## src/rtl/otter_mem_arbiter.sv

```systemverilog
// Fetch/data arbiter for a shared single-port memory: one outstanding transaction,
// data-over-fetch priority with a fairness streak that eventually forces a fetch grant.
module otter_mem_arbiter #(
  parameter int unsigned MEM_LAT  = 1,
  parameter int unsigned FAIR_MAX = 2
) (
  input  logic        clk_i,
  input  logic        rst_ni,
  input  logic        if_req_i,
  input  logic [31:0] if_addr_i,
  output logic        if_gnt_o,
  output logic        if_rvalid_o,
  output logic [31:0] if_rdata_o,
  input  logic        d_req_i,
  input  logic        d_we_i,
  input  logic [31:0] d_addr_i,
  input  logic [31:0] d_wdata_i,
  input  logic [1:0]  d_size_i,
  output logic        d_gnt_o,
  output logic        d_rvalid_o,
  output logic [31:0] d_rdata_o,
  output logic        m_en_o,
  output logic        m_we_o,
  output logic [31:0] m_addr_o,
  output logic [31:0] m_wdata_o,
  output logic [1:0]  m_size_o,
  input  logic [31:0] m_rdata_i,
  output logic        stall_if_o,
  output logic        stall_mem_o
);

  typedef enum logic [1:0] {StIdle, StBusyI, StBusyD} state_e;

  state_e     state_q, state_d;
  logic [2:0] cnt_q, cnt_d;
  logic [1:0] streak_q, streak_d;
  logic       we_q, we_d;

  logic busy, resp, slot, fair_force, gnt_i, gnt_d;

  assign busy       = (state_q != StIdle);
  assign resp       = busy && (cnt_q == 3'd1);
  // A grant slot is IDLE or the response cycle, and never while reset is asserted.
  assign slot       = rst_ni && (!busy || resp);
  assign fair_force = if_req_i && (streak_q >= 2'(FAIR_MAX));
  assign gnt_d      = slot && d_req_i && !fair_force;
  assign gnt_i      = slot && if_req_i && !gnt_d;

  always_comb begin
    state_d  = state_q;
    cnt_d    = cnt_q;
    streak_d = streak_q;
    we_d     = we_q;
    if (busy) begin
      cnt_d = cnt_q - 3'd1;
      if (resp) begin
        state_d = StIdle;
      end
    end
    if (gnt_d) begin
      state_d  = StBusyD;
      cnt_d    = 3'(MEM_LAT);
      we_d     = d_we_i;
      streak_d = if_req_i ? streak_q + 2'd1 : 2'd0;
    end else if (gnt_i) begin
      state_d  = StBusyI;
      cnt_d    = 3'(MEM_LAT);
      we_d     = 1'b0;
      streak_d = 2'd0;
    end
  end

  always_ff @(posedge clk_i) begin
    if (!rst_ni) begin
      state_q  <= StIdle;
      cnt_q    <= 3'd0;
      streak_q <= 2'd0;
      we_q     <= 1'b0;
    end else begin
      state_q  <= state_d;
      cnt_q    <= cnt_d;
      streak_q <= streak_d;
      we_q     <= we_d;
    end
  end

  always_comb begin
    if_gnt_o    = gnt_i;
    d_gnt_o     = gnt_d;
    if_rvalid_o = rst_ni && resp && (state_q == StBusyI);
    d_rvalid_o  = rst_ni && resp && (state_q == StBusyD);
    if_rdata_o  = if_rvalid_o ? m_rdata_i : 32'h0;
    // Stores complete with zero data.
    d_rdata_o   = (d_rvalid_o && !we_q) ? m_rdata_i : 32'h0;
    m_en_o      = gnt_i || gnt_d;
    m_we_o      = gnt_d && d_we_i;
    m_addr_o    = gnt_d ? d_addr_i : (gnt_i ? if_addr_i : 32'h0);
    m_wdata_o   = gnt_d ? d_wdata_i : 32'h0;
    m_size_o    = gnt_d ? d_size_i : (gnt_i ? 2'b10 : 2'b00);
    stall_if_o  = rst_ni && if_req_i && !if_rvalid_o;
    stall_mem_o = rst_ni && d_req_i && !d_rvalid_o;
  end

endmodule

```

## config.mk

```make
export PLATFORM = sky130hd
export DESIGN_NAME = otter_mem_arbiter
export DESIGN_NICKNAME = d
export VERILOG_FILES = /design/src/rtl/otter_mem_arbiter.sv
export SDC_FILE = /design/constraint.sdc
export NUM_CORES = 1
export LEC_CHECK = 0
export BUFFER_PORTS_ARGS = -buffer_cell sky130_fd_sc_hd__buf_2
export CAP_MARGIN = 5
export CORE_AREA = 2 2 106 108
export DETAILED_ROUTE_END_ITERATION = 12
export DIE_AREA = 0 0 108 110
export SLEW_MARGIN = 10
export SYNTH_ARGS = -nofsm -noshare
export SYNTH_HDL_FRONTEND = slang
export SYNTH_SLANG_ARGS = --single-unit
```

## constraint.sdc

```tcl
create_clock -name clk_i -period 1.67 [get_ports clk_i]
set_input_delay 0.167 -clock clk_i [delete_from_list [all_inputs] [get_ports clk_i]]
set_output_delay 0.167 -clock clk_i [all_outputs]
set_load 0.1 [all_outputs]
```

==> flow_summary.toml <==
[pwr]
p_int_uw = 1430
power.density_nw_per_um2 = 462
power.share.switching = 0.537
switching_power_uw = 1660
ir_drop_mv = 0.244
clock_power_share = 0.076
power.sequential.fraction = 0.072
comb_power_share = 0.852
leakage_power_uw = 0.00286

[sta]
hold_violations = 0
final_max_slew_violation_count = 0
finalCritPeriodShare = 1.23
grt_setup_unrepaired = "yes"
setup-violations-final = 138
fmax_mhz = 485
timing.clock.skew_ps = 1.27
worst_slack_ps = -390
slew_headroom = 0.833
worstMarginPinSlew_ps = 248
final_critical_period_ps = 2060

[floorplanning]
num_rows = 38
die_w_microns = 108
num_io_pins = 273
placeableCoreArea_sq_um = 10700
initial_core_util = 0.158
die_area_sq_um = 11900
dieHeight_microns = 110

[min_path]
hp-class = "input pin to flip-flop"

[clocking]
tritoncts_num_sinks = 8
tritoncts_buffer_count = 3
path_clk_slew_ps = 40
holdBufCountCts = 0
clk_latency_ps = 230
h_tree_depth = 1
clockRootBuffer = "clkbuf_8"
cts_tree = "built"
max_buffers_root_to_sink = 2

[setup_path]
cpMostUsedCell = "buf_6"
start_kind = "flip-flop"
worst_flop_to_flop_path_endpoint = "state_q[0]"
slowest_stage = "dfxtp_2"
cpLargestDelayFamily = "buffers and inverters"
rr_worst_depth = 9
path_max_fanout = 7
rr_startpoint = "cnt_q[1]"
timing.critical_path.to = "m_addr_o[26]"
cp_data_required_time_ps = 1500
critPathKind = "flip-flop to primary output"
worstPathBufferInverterCount = 6
critical_path_launch_point = "cnt_q[1]"
crit_path_end_kind = "primary output"
timing.reg2reg.setup_slack_ps = 40
cp_slowest_stage_delay_ps = 330
critical_path.cell_chain = "inv_2 > ha_4 > buf_4 > nand2b_4 > buf_6 > buf_6 > and2_4 > clkbuf_16 > a21oi_4 > buf_12"
worstPathArrival_ps = 1890
critical_path_depth = 10

[finish]
num_antenna_cells = 0
post_route_cells_drive_above_1_share = 0.829
post-route-cell-area_sq_um = 6680
final_net_count = 718
layout_area_overhead_pct = 295

[logic_synthesis]
yosysSeqAreaShare = 0.0948
synthesis.area_per_instance_sq_um = 6.05
ys.warnings.count = 0
synth_area_sq_um = 1690
postSynthRegisterBits = 8
synthCells = 279
syn_nets = 416
netlist-cell-type-count = 27

[global_route]
wire_length_of_the_first_global_routing_pass_mm = 16.9
first_global_vias = 3392
grt_max_degree = 35
grt_antenna_before_repair = 0
grtUsageTotal = 0.180
grt_overflow_total = 0

[run_status]
failed_checks = "setup timing"
run_status = "complete, but fails checks"

[route]
num_vias = 3247
antenna_violating_nets_post_route = 0
avgViaCountPerCell = 4.52
drt-pass1-iter-count = 4
drc_errors = 0
drt_iter0_drc = 205
postRouteWirelength_mm = 12.0
wl_per_cell_microns = 16.7

[place]
dp_hpwl_mm = 8.92
dp_slack_ps = -180
postPlaceCellArea_sq_um = 6120
finalWeightedCongestion = 0.849
port_buffers = 272

[flow_run]
max_cap_viol_count = 0
-- area by class of cell --
cell class              instances  area [sq um]
flip-flops and latches          8           166
clock buffers                   3          41.3
repair buffers                327          4180
inverters                       3          11.3
multi-input cells             238          2110
fillers                       807          4020
well taps                     140           175
-- routing by layer --
metal	vias to the layer above	GRT usage	share of wire
li1	1536	-	-
met1	1505	0.179	0.33
met2	184	0.366	0.56
met3	22	0.0470	0.095
met4	0	0.0504	0.021
met5	-	0	0
-- how the worst min path moves through the flow --
stage | start | to | slack, ps | depth (start not counted)
2_1_floorplan | d_we_i | we_q | 280 | 1
3_3_place_gp | d_we_i | we_q | 390 | 2
3_5_place_dp | d_we_i | we_q | 400 | 2
4_1_cts | d_we_i | we_q | 170 | 2
5_1_grt | d_we_i | we_q | 180 | 2
6_report | d_we_i | we_q | 170 | 2
-- cells by family after synthesis --
kind of cell / after synthesis / share of synthesized area
buf+inv: 33 / 0.0800
simple gates: 189 / 0.642
fa+ha+maj: 2 / 0.0148
flops: 8 / 0.0948
compound gates: 45 / 0.158
xor+xnor: 2 / 0.0104
-- layout by cell type, fill, tap and decap left out, types with 2 or more instances in the layout --
master / synthesis / routed
buf_12: 0 / 149
buf_2: 4 / 134
and2_4: 0 / 100
nand3_1: 65 / 65
a21oi_4: 0 / 33
buf_4: 1 / 23
buf_6: 0 / 11
nand2_1: 7 / 7
clkbuf_16: 0 / 5
dfxtp_2: 0 / 5
and2_1: 103 / 3
o21ai_0: 4 / 3
clkbuf_8: 0 / 3
buf_8: 0 / 3
dfxtp_1: 8 / 3
nand2b_1: 3 / 2
nor2_4: 0 / 2
inv_1: 3 / 2
nor3b_4: 0 / 2
o21a_1: 2 / 2
o22ai_1: 2 / 2
nor3b_1: 4 / 2
buf_16: 0 / 2
-- cell usage after synthesis, drive strengths merged --
cell type / count / share of area
o2bb2ai: 1 / 0.0052
ha: 2 / 0.015
a21oi: 33 / 0.098
o21ai: 4 / 0.012
a211o: 1 / 0.0052
or2: 1 / 0.0037
xor2: 1 / 0.0052
nor2b: 1 / 0.0037
nand3b: 1 / 0.0044
a221oi: 1 / 0.016
and2: 103 / 0.38
nor2: 3 / 0.0067
nand2b: 3 / 0.011
dfxtp: 8 / 0.095
nor4b: 1 / 0.0052
buf: 5 / 0.016
nand2: 7 / 0.016
inv: 3 / 0.0067
nor3b: 4 / 0.018
o21a: 2 / 0.0089
clkbuf: 25 / 0.057
o22ai: 2 / 0.0074
nand3: 65 / 0.19
xnor2: 1 / 0.0052
o311a: 1 / 0.0059
-- timing repair --
| item | in CTS | in global routing |
|---|---|---|
| pin swaps | 32 | 16 |
| gates resized for setup | 33 | 26 |
| cloned | 5 | 9 |
| setup buffers | 9 | 12 |
| endpoints found under the setup margin | 138 | 138 |
-- power groups by stage --
stage               clock network, uW  logic (uW)  registers [uW]
floorplan                           0        1520             220
global placement                    0        2390             218
detailed placement                  0        2420             219
CTS                               243        2510             220
global route                      255        2720             222
finish                            235        2630             221
-- flip-flops by register name, indices dropped and copies added (netlist names) --
register,count
cnt_q,3
state_q,2
streak_q,2
we_q,1
-- stage by stage --
stage / total power, uW / utilization / TNS (ps) / hold WS [ps] / instances
final: 3090 / 0.624 / -47710 / 173 / 719
after floorplan: 1740 / - / -32470 / 284 / 279
after global placement: 2610 / 0.572 / -3940 / 391 / 684
after detailed placement: 2640 / 0.572 / -12340 / 402 / 684
after CTS: 2980 / 0.601 / -41490 / 167 / 701
after global routing: 3200 / 0.624 / -59360 / 177 / 719
Power figures use the tool's default switching activity.
